[src/rtl/inst_encoder_pkg.sv]
// Shared opcodes, format classes, error codes and field bundle for the program-loader encoder.
package inst_encoder_pkg;

  localparam int unsigned OP_W   = 5;
  localparam int unsigned REG_W  = 3;
  localparam int unsigned IMM_W  = 8;
  localparam int unsigned INST_W = 16;
  localparam int unsigned ERR_W  = 2;

  // MoonCore opcodes
  localparam logic [OP_W-1:0] OP_ADD  = 5'd0;
  localparam logic [OP_W-1:0] OP_SUB  = 5'd1;
  localparam logic [OP_W-1:0] OP_MUL  = 5'd2;
  localparam logic [OP_W-1:0] OP_AND  = 5'd3;
  localparam logic [OP_W-1:0] OP_OR   = 5'd4;
  localparam logic [OP_W-1:0] OP_XOR  = 5'd5;
  localparam logic [OP_W-1:0] OP_SLL  = 5'd6;
  localparam logic [OP_W-1:0] OP_SRL  = 5'd7;
  localparam logic [OP_W-1:0] OP_BEQ  = 5'd8;
  localparam logic [OP_W-1:0] OP_BLE  = 5'd9;
  localparam logic [OP_W-1:0] OP_ADDI = 5'd10;
  localparam logic [OP_W-1:0] OP_SUBI = 5'd11;
  localparam logic [OP_W-1:0] OP_MULI = 5'd12;
  localparam logic [OP_W-1:0] OP_ANDI = 5'd13;
  localparam logic [OP_W-1:0] OP_ORI  = 5'd14;
  localparam logic [OP_W-1:0] OP_XORI = 5'd15;
  localparam logic [OP_W-1:0] OP_SLLI = 5'd16;
  localparam logic [OP_W-1:0] OP_SRLI = 5'd17;
  localparam logic [OP_W-1:0] OP_LW   = 5'd18;
  localparam logic [OP_W-1:0] OP_SW   = 5'd19;
  localparam logic [OP_W-1:0] OP_CSRR = 5'd20;
  localparam logic [OP_W-1:0] OP_CSRW = 5'd21;
  localparam logic [OP_W-1:0] OP_JAL  = 5'd22;
  localparam logic [OP_W-1:0] OP_JR   = 5'd23;
  localparam logic [OP_W-1:0] OP_LI   = 5'd24;
  localparam logic [OP_W-1:0] OP_RC   = 5'd25;

  // Instruction format classes
  typedef enum logic [1:0] {
    CLS_R = 2'd0,
    CLS_I = 2'd1,
    CLS_L = 2'd2,
    CLS_N = 2'd3
  } fmt_class_e;

  // Session abort reasons
  localparam logic [ERR_W-1:0] ERR_NONE       = 2'd0;
  localparam logic [ERR_W-1:0] ERR_ILLEGAL_OP = 2'd1;
  localparam logic [ERR_W-1:0] ERR_IMM_RANGE  = 2'd2;
  localparam logic [ERR_W-1:0] ERR_ADDR_OVF   = 2'd3;

  // Largest immediate that fits the I-class 5-bit field
  localparam logic [IMM_W-1:0] IMM_I_MAX = 8'd31;

  // Symbolic instruction fields as delivered by the host
  typedef struct packed {
    logic [OP_W-1:0]  op;
    logic [REG_W-1:0] rd;
    logic [REG_W-1:0] rs;
    logic [REG_W-1:0] rt;
    logic [IMM_W-1:0] imm;
  } inst_fields_t;

endpackage

[src/rtl/enc_format.sv]
// Combinational field-to-word packer: classifies the opcode and builds the 16-bit instruction word.
module enc_format
  import inst_encoder_pkg::*;
(
  input  inst_fields_t            fields,
  output fmt_class_e              cls_c,
  output logic [INST_W-1:0]       word_c,
  output logic                    illegal_c,
  output logic                    imm_bad_c
);

  // Opcode classification; unknown opcodes are flagged and produce a zero word
  always_comb begin
    cls_c     = CLS_N;
    illegal_c = 1'b0;
    case (fields.op)
      OP_ADD, OP_SUB, OP_MUL, OP_AND, OP_OR, OP_XOR,
      OP_SLL, OP_SRL, OP_BEQ, OP_BLE:                    cls_c = CLS_R;
      OP_ADDI, OP_SUBI, OP_MULI, OP_ANDI, OP_ORI, OP_XORI,
      OP_SLLI, OP_SRLI, OP_LW, OP_SW, OP_CSRR, OP_CSRW:  cls_c = CLS_I;
      OP_JAL, OP_JR, OP_LI:                              cls_c = CLS_L;
      OP_RC:                                             cls_c = CLS_N;
      default:                                           illegal_c = 1'b1;
    endcase
  end

  // Immediate exceeds the I-class field; the caller qualifies it with the class
  assign imm_bad_c = (fields.imm > IMM_I_MAX);

  // Word packing per class, unused fields forced to zero
  always_comb begin
    word_c = '0;
    if (!illegal_c) begin
      case (cls_c)
        CLS_R:   word_c = {2'b00, fields.rt, fields.rs, fields.rd, fields.op};
        CLS_I:   word_c = {fields.imm[4:0], fields.rs, fields.rd, fields.op};
        CLS_L:   word_c = {fields.imm, fields.rd, fields.op};
        CLS_N:   word_c = {11'b0, fields.op};
        default: word_c = '0;
      endcase
    end
  end

endmodule

[src/rtl/inst_encoder.sv]
// Program-loader encoder: accepts field bundles, checks and packs them, writes words to instruction RAM.
module inst_encoder
  import inst_encoder_pkg::*;
#(
  parameter int unsigned DATA_W = 16,
  parameter int unsigned ADDR_W = 8,
  parameter int unsigned DEPTH  = 256
) (
  input  logic              clk,
  input  logic              rst_n,
  input  logic              start,
  input  logic [ADDR_W-1:0] base_addr,
  input  logic              in_valid,
  output logic              in_ready,
  input  logic [OP_W-1:0]   in_op,
  input  logic [REG_W-1:0]  in_rd,
  input  logic [REG_W-1:0]  in_rs,
  input  logic [REG_W-1:0]  in_rt,
  input  logic [IMM_W-1:0]  in_imm,
  input  logic              in_last,
  output logic              mem_we,
  output logic [ADDR_W-1:0] mem_addr,
  output logic [DATA_W-1:0] mem_wdata,
  output logic              busy,
  output logic              done,
  output logic              err,
  output logic [ERR_W-1:0]  err_code,
  output logic [ADDR_W:0]   word_count
);

  localparam logic [ADDR_W:0] DEPTH_L = (ADDR_W+1)'(DEPTH);

  typedef enum logic [1:0] {
    S_IDLE = 2'd0,
    S_RUN  = 2'd1,
    S_DONE = 2'd2,
    S_ERR  = 2'd3
  } state_e;

  state_e            state;
  logic [ADDR_W:0]   wr_ptr;
  inst_fields_t      fields;
  fmt_class_e        cls;
  logic [INST_W-1:0] word;
  logic              illegal;
  logic              imm_bad;

  assign fields = '{op: in_op, rd: in_rd, rs: in_rs, rt: in_rt, imm: in_imm};

  enc_format u_enc_format (
    .fields    (fields),
    .cls_c     (cls),
    .word_c    (word),
    .illegal_c (illegal),
    .imm_bad_c (imm_bad)
  );

  // Session FSM with write pointer, counter and all registered outputs
  always_ff @(posedge clk) begin
    if (!rst_n) begin
      state      <= S_IDLE;
      wr_ptr     <= '0;
      in_ready   <= 1'b0;
      busy       <= 1'b0;
      mem_we     <= 1'b0;
      mem_addr   <= '0;
      mem_wdata  <= '0;
      done       <= 1'b0;
      err        <= 1'b0;
      err_code   <= ERR_NONE;
      word_count <= '0;
    end else begin
      mem_we <= 1'b0;
      case (state)
        S_RUN: begin
          if (in_valid) begin
            if (illegal || ((cls == CLS_I) && imm_bad) || (wr_ptr >= DEPTH_L)) begin
              state    <= S_ERR;
              in_ready <= 1'b0;
              busy     <= 1'b0;
              err      <= 1'b1;
              err_code <= illegal                   ? ERR_ILLEGAL_OP :
                          ((cls == CLS_I) && imm_bad) ? ERR_IMM_RANGE  : ERR_ADDR_OVF;
            end else begin
              mem_we     <= 1'b1;
              mem_addr   <= wr_ptr[ADDR_W-1:0];
              mem_wdata  <= DATA_W'(word);
              wr_ptr     <= wr_ptr + 1'b1;
              word_count <= word_count + 1'b1;
              if (in_last) begin
                state    <= S_DONE;
                in_ready <= 1'b0;
                busy     <= 1'b0;
                done     <= 1'b1;
              end
            end
          end
        end
        default: begin
          if (start) begin
            state      <= S_RUN;
            in_ready   <= 1'b1;
            busy       <= 1'b1;
            wr_ptr     <= {1'b0, base_addr};
            word_count <= '0;
            done       <= 1'b0;
            err        <= 1'b0;
            err_code   <= ERR_NONE;
          end
        end
      endcase
    end
  end

endmodule

[config.mk]
export PLATFORM = sky130hd
export DESIGN_NAME = inst_encoder
export DESIGN_NICKNAME = d
export VERILOG_FILES = /design/src/rtl/inst_encoder_pkg.sv /design/src/rtl/enc_format.sv /design/src/rtl/inst_encoder.sv
export SDC_FILE = /design/constraint.sdc
export NUM_CORES = 1
export LEC_CHECK = 0
export ABC_AREA = 1
export CORE_UTILIZATION = 40
export DETAILED_ROUTE_END_ITERATION = 10
export PLACE_DENSITY = 0.72
export RECOVER_POWER = 100
export SETUP_SLACK_MARGIN = 0.05
export SYNTH_ARGS = -nofsm -noshare
export SYNTH_HDL_FRONTEND = slang
export SYNTH_HIERARCHICAL = 1
export SYNTH_SLANG_ARGS = --single-unit
[constraint.sdc]
create_clock -name clk -period 2.7 [get_ports clk]
set_clock_uncertainty 0.2 [all_clocks]
set_input_delay 0.54 -clock clk [delete_from_list [all_inputs] [get_ports clk]]
set_output_delay 0.54 -clock clk [all_outputs]
set_load 0.02 [all_outputs]
; ---- Word level (Yosys, flattened, before mapping)
; Index checks and enable logic that the tools add are counted.
[classes]
n_addsub = 2
n_lt_le_gt_ge = 2
eq_ne = 34
mux = 37
bitwise_logic = 1
reduce_logical = 16
[op_table]
columns = cell, n
row1 = two-way mux 9 bit, 8
row2 = one-hot mux 16 bit (4 select lines), 1
row3 = == test 5 bit (second input constant), 10
row4 = == test 5 x 4 -> 1 bit (second input constant), 8
row5 = OR reduction 26 bit, 1
row6 = == test 5 x 3 -> 1 bit (second input constant), 4
row7 = two-way mux 2 bit, 10
row8 = adder 9 x 1 -> 9 bit (second input constant), 2
row9 = two-way mux 1 bit, 16
row10 = two-way mux 16 bit, 1
row11 = AND reduction 3 bit, 5
row12 = OR reduction 12 bit, 1
row13 = == test 5 x 2 -> 1 bit (second input constant), 2
row14 = OR reduction 10 bit, 1
row15 = greater-or-equal comparator 9 bit (second input constant), 1
row16 = greater-than comparator 8 x 5 -> 1 bit (second input constant), 1
row17 = != test 2 bit (second input constant), 4
row18 = one-hot mux 2 bit (3 select lines), 1
row19 = == test 5 x 1 -> 1 bit (second input constant), 1
row20 = zero test 5 bit, 1
row21 = == test 2 x 1 -> 1 bit (second input constant), 2
row22 = == test 2 bit (second input constant), 2
row23 = AND reduction 4 bit, 1
row24 = != test 3 bit (second input constant), 1
row25 = 6 further kinds, 7
[word_totals]
register_bits = 50
wordCells = 102

; ---- Longest topological paths before layout
; Gate-level depths: netlist (run 1).
[logic_depth]
word_depth = 10
mapped_depth = 14
depth_no_buf = 14

; ---- Modules after synthesis
; The synthesis (run 1) kept the hierarchy.
[by_module_without_submodules]
columns = mod, instances, cells_each, area_each_um2
row1 = inst_encoder, 1, 298, 2178.3
row2 = enc_format, 1, 74, 332.8

; ---- Worst setup path after synthesis (run 1)
; No wires, ideal clock.
[synth_path]
kind = input to register
from = input port in_op[3]
to = register word_count[8]
setup_ps = 115
arrival_ps = 1798
path_slack_ps = 587
path_stages = 13
n_path_buf = 1
path_cell_list = inv_1 nand2_1 a21oi_2 nand2_2 nand4_4 inv_1 nor2_1 nand3_4 nand2_4 buf_8 nand3_1 nand2_1 nor2_1
[synth_between]
word_cells_on_any_way = 38
cone_classes = 27 x eq/ne / 2 x mux / 9 x reduce/logical
[synth_lines]
columns = item, line_no
row1 = start: declaration, inst_encoder.sv:15  ; input logic [OP_W-1:0] in_op,
row2 = == test 5 x 1 -> 1 bit (tied with other cells), enc_format.sv:16  ; case (fields.op)
row3 = OR reduction 26 bit (no line) *, n/a
row4 = two-way mux 1 bit *, enc_format.sv:16
row5 = via illegal, inst_encoder.sv:45  ; logic illegal;
row6 = logical OR 1 bit * (2 in series), inst_encoder.sv:77  ; if (illegal || ((cls == CLS_I) && imm_bad) || (wr_ptr >= DEPTH_L)) begin
row7 = != test 2 bit (no line) *, n/a
row8 = AND reduction 3 bit (no line) *, n/a
row9 = end signal: assignment, inst_encoder.sv:89  ; word_count <= word_count + 1'b1;
row10 = end: declaration, inst_encoder.sv:28  ; output logic [ADDR_W:0] word_count
; The timed path passes the listed nets; every way through them passes the cells marked *.
; A chain may end at the register's enable or synchronous reset.

; ---- Worst setup path in the final report (run 1)
[layout_path]
from = input port in_op[2]
to = register word_count[3]
; The elaborated chain is that of the path after synthesis.

==> results.md, run 1 <==
* Status: finished clean
* Die Width at just over 80 um
* Top cell type's share of synthesized area at approximately two fifths
* RR Endpoint: word_count[8]
* Vias/cell at 4.84
* R2R Path Start: word_count[0]
* Yosys cell types at 33
* Met2 usage at 36.6%
* Syn_area_per_cell at roughly 6.8 sq um
* Total global-route track usage at 20.4%
* Die height at 81.2 um
* Async SR Flop Fraction at 0%
* # DRC at 0
* # Max-Cap Violations at 0
* Share of post-route cells with drive strength above 1 at approximately a tenth
* DRT iter0 DRCs at roughly 120
* Worst-path clk slew at 90 ps
* Critical Path RT at between 2000 and 3000 ps
* Hold Crit Start: err
* Fillers at about 590
* Cell Rows at 28
* Crit path DAT at roughly 2500 ps
* CTS Sinks at 50
* Slew Viols, Final at 0
* Delay-heaviest family, CP: simple AND/OR/NAND/NOR gates
* Core Area at approximately 6000 sq um
* FF-to-FF setup slack at 930 ps
* Crit start category: input pin
* Peak per-stage delay on the critical path at 540 ps
* Post-cts resize count at 0
* Routed WL at 6.10 mm
* Postcts setup bufs at 0
* Nets at 494
* FF+latch count, synth at 50
* Grt total ovfl at 0
* CTS root buffer: clkbuf_8
* Max Freq at around 400 MHz
* Die area at 6600 sq um
* Synth area leaders: dfxtp_1, nand2_1, nor2_1, o21ai_0, inv_1
* Period Utilization, post-route at 91.0%
* Setup crit end kind: flip-flop
* GR Util met1 at 23.7%
* Initial antenna violation count at 0
* Max_slew headroom at 71.0%
* Final Util at 58.1%
* Final ANT Viol Nets at 0
* First-pass GRT wire length at 10.4 mm
* R2R depth at 8
* # H-tree levels at 2
* Cells after Synth at 372
* Largest net degree at the start of global routing at 23
* Bufs and invs on worst path at 5
* Setup TNS at 0 ps
* Vias post-DR at 2582
* Setup violators final at 0
* Mapped cell area at 2510 sq um
* Post-CTS Hold Fix Bufs at 0
* Worst hold slack at 272 ps
* Worst-Margin Slew at 434 ps
* Pleak at roughly 1.6 nW
* Post-synthesis sequential area ratio at 39.9%
* Hpwl dp at 4.69 mm
* Diode count at 0
* Worst hold path class: reg -> reg
* PD cells at roughly 490 nW/um^2
* Yosys warns at 6
* Post-synth top flop: dfxtp_1
* Pre-antenna DRT Iters at 4
* Mapped Nets at 409
* Cell Chain, Critical Path: clkdlybuf4s50_1 -> inv_1 -> nand2_1 -> nand2_1 -> nand2_2 -> inv_4 -> nand4_1 -> inv_1 -> nor2_1 -> nand3_1 -> nand2_2 -> buf_12 -> nand2_1 -> nand2_1 -> a21oi_1
* CP max-delay cell: clkdlybuf4s50_1
* Starting density of the core at 41.9%
* Hold path depth at 2
* Synth area leader: dfxtp_1
* Cts bufs inserted at 5
* Clk_lat worst skew at around 300 ps
* Buffers on Ports at 74
* Footprint of the multi-input gates at approximately 1200 sq um
* Worst vdd ir at 0.260 mV
* CTS tree: built
* GR Util met3 at 4.27%
* GRT busiest layer: met2
* Register area at 1000 sq um
* Syn-to-layout area delta at 38.6%
* Hold worst-path end: err
* RSZ-0062 raised after global routing: no
* GPL Wtd Cong at 0.806
* Clock tree buffer depth at 2
* Final Hold Viols at 0
* Number of synthesized flops with an enable pin at 0
* CP most frequent cell: nand2_1
* CP max FO at 12
* Crit Path Category: in -> reg
* Vias in the first global route at 2440
* I/O pins at 75
* Final Critical Period at 2460 ps
* Routed WL per cell at 11.4 um
==> kinds of logic after synthesis <==
kind of cell	Yosys count	share of synthesized area, %
AO/OA/AOI/OAI	68	14.3
adder cells (fa/ha/maj)	2	0.996
buffers and inverters	54	9.82
flip-flops	50	39.9
AND/OR/NAND/NOR	198	35.0
==> tightest hold or removal path: stages, from the launching register on <==
cell and delay, ps:
dfxtp_1 320, nand2_1 60, a21oi_1 50
==> cells in the final DEF, fill, tap and decap left out, types with 2 or more instances in the layout <==
cell type	synthesis	layout
a21oi_1	23	23
buf_12	0	3
buf_4	4	13
clkbuf_8	0	6
clkdlybuf4s50_1	0	34
dfxtp_1	50	50
dlygate4sd3_1	0	40
ha_1	2	2
inv_1	36	36
inv_2	4	4
nand2_1	87	87
nand2_2	5	6
nand3_1	19	20
nand3_2	3	3
nor2_1	73	73
nor3_1	2	2
o211ai_1	3	3
o21ai_0	37	37
==> routing by layer <==
layer  up-vias  share of wire (%)
met4         0                1.6
met1      1174                 46
li1       1344                  -
met2        55                 49
met5         -                  0
met3         9                3.8
==> Yosys cell counts, types with 2 or more instances <==
library cell	instances
nand2_1	87
nor2_1	73
dfxtp_1	50
o21ai_0	37
inv_1	36
a21oi_1	23
nand3_1	19
nand2_2	5
buf_4	4
inv_2	4
clkbuf_1	3
nand3_2	3
o211ai_1	3
buf_1	2
buf_6	2
ha_1	2
nand2_4	2
nor3_1	2
==> state kept, by name, summed over array words and instances (netlist names) <==
signal / count
mem_wdata: 16
word_count: 9
wr_ptr: 9
mem_addr: 8
err_code: 2
state: 2
busy: 1
done: 1
err: 1
mem_we: 1
==> power breakdown <==
group	total (mW)	switching [mW]	internal [mW]
clock network	0.453	0.246	0.206
registers	0.815	0.0313	0.784
logic	0.429	0.238	0.191
==> cell type report <==
class | count | area share [%]
Multi-Input combinational cell | 268 | 35.4
Inverter | 42 | 4.60
Clock inverter | 2 | 0.360
Sequential cell | 50 | 28.8
Clock buffer | 6 | 2.37
Tap cell | 75 | 2.70
Timing Repair Buffer | 90 | 25.8
==> through the flow <==
step	instance area, sq um	power [mW]	std cells	setup slack, ps
global placement	3420	1.28	525	38.5
global route	3480	1.79	533	37.3
finish	3480	1.70	533	244
detailed placement	3420	1.28	525	-61.4
floorplan	2510	1.10	372	587
CTS	3510	1.74	533	259
==> worst max path at each step <==
stage	cells past startpoint	slack (ps)	to	startpoint
after floorplan	13	590	word_count[8]	in_op[3]
after global placement	14	40	wr_ptr[1]	in_op[2]
after detailed placement	14	-60	word_count[0]	in_op[2]
after CTS	14	260	word_count[0]	in_op[2]
after global routing	14	40	wr_ptr[0]	in_op[2]
final	15	240	word_count[3]	in_op[2]
No activity file was read; power rests on OpenSTA's default activity.
==> inputs of run 2 (changes only) <==
CELL_PAD_IN_SITES_DETAIL_PLACEMENT = 1   (was not set)
CELL_PAD_IN_SITES_GLOBAL_PLACEMENT = 1   (was not set)
CORE_UTILIZATION = 32   (was 40)
PLACE_DENSITY = 0.81   (was 0.72)
RECOVER_POWER = 50   (was 100)
==> run 2 against run 1 <==
Net effect: maximum frequency shrank 0.37%; first-iteration DRC count fell by 56%; count of clock-buffer cells in the layout increased by 1; design area rose by 1.9%; cell count grew 4.7%; global-route usage shrank 1.7 points; sequential cell count did not move; non-clock buffer count is 1 higher; hold slack worse by 4.9 ps; sequential share of layout area down 0.54 points; clock power up 1%; die area rose by 24%.
==> results.md, run 2 (same netlist as run 1, synthesis figures left out) <==
* Status: finished clean (unchanged)
* Share of post-route cells with drive strength above 1 at 10.0% (was 9.61%)
* Die Width at 90.6 um (was 81.2 um)
* Total Power at 1.73 mW (was 1.70 mW)
* Starting density of the core at 33.9% (was 41.9%)
* Commonest cells after routing, fill and taps aside: nand2_1, nor2_1, dfxtp_1 (unchanged)
* Slew Viols, Final at 0 (unchanged)
* Buffers on Ports at 74 (unchanged)
* CTS Sinks at 50 (unchanged)
* Sw Share at 31.3% (was 30.4%)
* Max Freq at 406 MHz (was 407 MHz)
* GPL Wtd Cong at 0.864 (was 0.806)
* Peak per-stage delay on the critical path at 490 ps (was 540 ps)
* Total global-route track usage at 18.7% (was 20.4%)
* Max_slew headroom at 74.0% (was 71.0%)
* First-pass GRT wire length at 12.5 mm (was 10.4 mm)
* Footprint of the multi-input gates at 1260 sq um (was 1230 sq um)
* Most common cell after layout, fill and taps aside: nand2_1 (unchanged)
* Clock Power Share at 26.6% (was 26.7%)
* Non-Filler Instances at 558 (was 533)
* Worst-Margin Slew at 390 ps (was 434 ps)
* Diode count at 0 (unchanged)
* Crit path DAT at 2470 ps (was 2460 ps)
* Final Hold Viols at 0 (unchanged)
* Vias post-DR at 2651 (was 2582)
* Internal at 1.19 mW (was 1.18 mW)
* Cell Rows at 31 (was 28)
* Vias in the first global route at 2672 (was 2440)
* Fillers at 946 (was 589)
* Post-route cell area at 3550 sq um (was 3480 sq um)
* Setup crit end kind: flip-flop (unchanged)
* Placed Cells at 550 (was 525)
* Clk_lat worst skew at 310 ps (was 300 ps)
* Postcts setup bufs at 0 (unchanged)
* Worst-path clk slew at 90 ps (about the same)
* # Max-Cap Violations at 0 (unchanged)
* Crit Path Category: in -> reg (unchanged)
* R2R Path Start: word_count[0] (unchanged)
* DP Area at 3450 sq um (was 3420 sq um)
* Final ANT Viol Nets at 0 (unchanged)
* Comb power frac at 26.1% (was 25.3%)
* Hpwl dp at 5.77 mm (was 4.69 mm)
* Clock tree buffer depth at 2 (unchanged)
* Register area at 1000 sq um (unchanged)
* Worst vdd ir at 0.211 mV (was 0.260 mV)
* CP most frequent cell: nor2_1 (was nand2_1)
* Nets at 495 (was 494)
* Routed WL per cell at 13.1 um (was 11.4 um)
* Die height at 90.6 um (was 81.2 um)
* Vias/cell at 4.75 (was 4.84)
* Initial antenna violation count at 0 (unchanged)
* Setup violators final at 0 (unchanged)
* Worst hold slack at 267 ps (was 272 ps)
* Cts bufs inserted at 5 (unchanged)
* Core Area at 7410 sq um (was 5990 sq um)
* # H-tree levels at 2 (unchanged)
* Worst hold path class: reg -> reg (unchanged)
* Crit start category: input pin (unchanged)
* Post-CTS Hold Fix Bufs at 0 (unchanged)
* CTS tree: built (unchanged)
* Switching power at 0.541 mW (was 0.516 mW)
* Grt total ovfl at 0 (unchanged)
* Largest net degree at the start of global routing at 32 (was 23)
* RSZ-0062 raised after global routing: no (unchanged)
* Die area at 8210 sq um (was 6600 sq um)
* Sequential Power Share at 47.4% (was 48.0%)
* Post-cts resize count at 0 (unchanged)
* Cell Chain, Critical Path: clkdlybuf4s50_1 -> inv_1 -> nor2_1 -> nand2_1 -> nand2_2 -> inv_4 -> nand4_4 -> inv_1 -> nor2_1 -> nand3_4 -> nand2_4 -> buf_12 -> nor2_1 -> nor2_1 -> nor2_1 (was clkdlybuf4s50_1 -> inv_1 -> nand2_1 -> nand2_1 -> nand2_2 -> inv_4 -> nand4_1 -> inv_1 -> nor2_1 -> nand3_1 -> nand2_2 -> buf_12 -> nand2_1 -> nand2_1 -> a21oi_1)
* Syn-to-layout area delta at 41.2% (was 38.6%)
* DRT iter0 DRCs at 52 (was 119)
* Critical Path RT at 2700 ps (about the same)
* Pre-antenna DRT Iters at 4 (unchanged)
* Max reg flops at 16 (unchanged)
* # DRC at 0 (unchanged)
* Final Critical Period at 2470 ps (was 2460 ps)
* Period Utilization, post-route at 91.3% (was 91.0%)
* Pleak at 1.60 nW (was 1.59 nW)
* Routed WL at 7.31 mm (was 6.10 mm)
* PD cells at 487 nW/um^2 (was 488 nW/um^2)
* CTS root buffer: clkbuf_8 (unchanged)
* CP max FO at 11 (was 12)
* I/O pins at 75 (unchanged)
* Worst Setup SP: in_op[3] (was in_op[2])
* CP max-delay cell: clkdlybuf4s50_1 (unchanged)
* Hold Crit Start: err_code[1] (was err)
* Most flops, register: mem_wdata (unchanged)
* Largest registers: mem_wdata (16), word_count (9), wr_ptr (9) (unchanged)
[run 2: final timing paths]
path	end	slack, ps	cells after the start
worst max register to register	word_count[8]	830	8
worst min-delay path	err_code[1]	270	2
worst max-delay path	word_count[7]	230	15
worst min register to register	err_code[1]	270	2
[run 2: cell type report]
type	count	share of cell area, %
Clock buffer	7	2.43
Clock inverter	1	0.141
Inverter	42	4.52
Multi-Input combinational cell	268	35.6
Sequential cell	50	28.2
Tap cell	99	3.49
Timing Repair Buffer	91	25.5
[run 2: worst max-delay path: cells and delay by family]
family / cells / cell delay (ps)
and+or+nand+nor: 10 / 1070
buffers and inverters: 5 / 840
[run 2: routing by layer]
metal,global-route usage [%],wire length [um],vias up
li1,-,-,1347
met4,5.65,99,0
met1,23.5,3360,1242
met3,3.79,273,7
met2,32.1,3580,55
met5,0,0,-
[run 2: per-stage QoR]
| stage | setup WS, ps | utilization, % | setup TNS (ps) |
|---|---|---|---|
| floorplan | 587 | - | 0 |
| global placement | -3.07 | 46.6 | -5.31 |
| detailed placement | -110 | 46.6 | -3170 |
| CTS | 214 | 47.9 | 0 |
| global route | 52.5 | 47.9 | 0 |
| finish | 235 | 47.9 | 0 |
[run 2: power groups by stage]
| stage | logic, mW | clock network (mW) | registers [mW] |
|---|---|---|---|
| after floorplan | 0.235 | 0 | 0.862 |
| after detailed placement | 0.465 | 0 | 0.837 |
| after global placement | 0.449 | 0 | 0.836 |
| after global routing | 0.501 | 0.509 | 0.826 |
| final | 0.451 | 0.459 | 0.818 |
| after CTS | 0.467 | 0.474 | 0.820 |
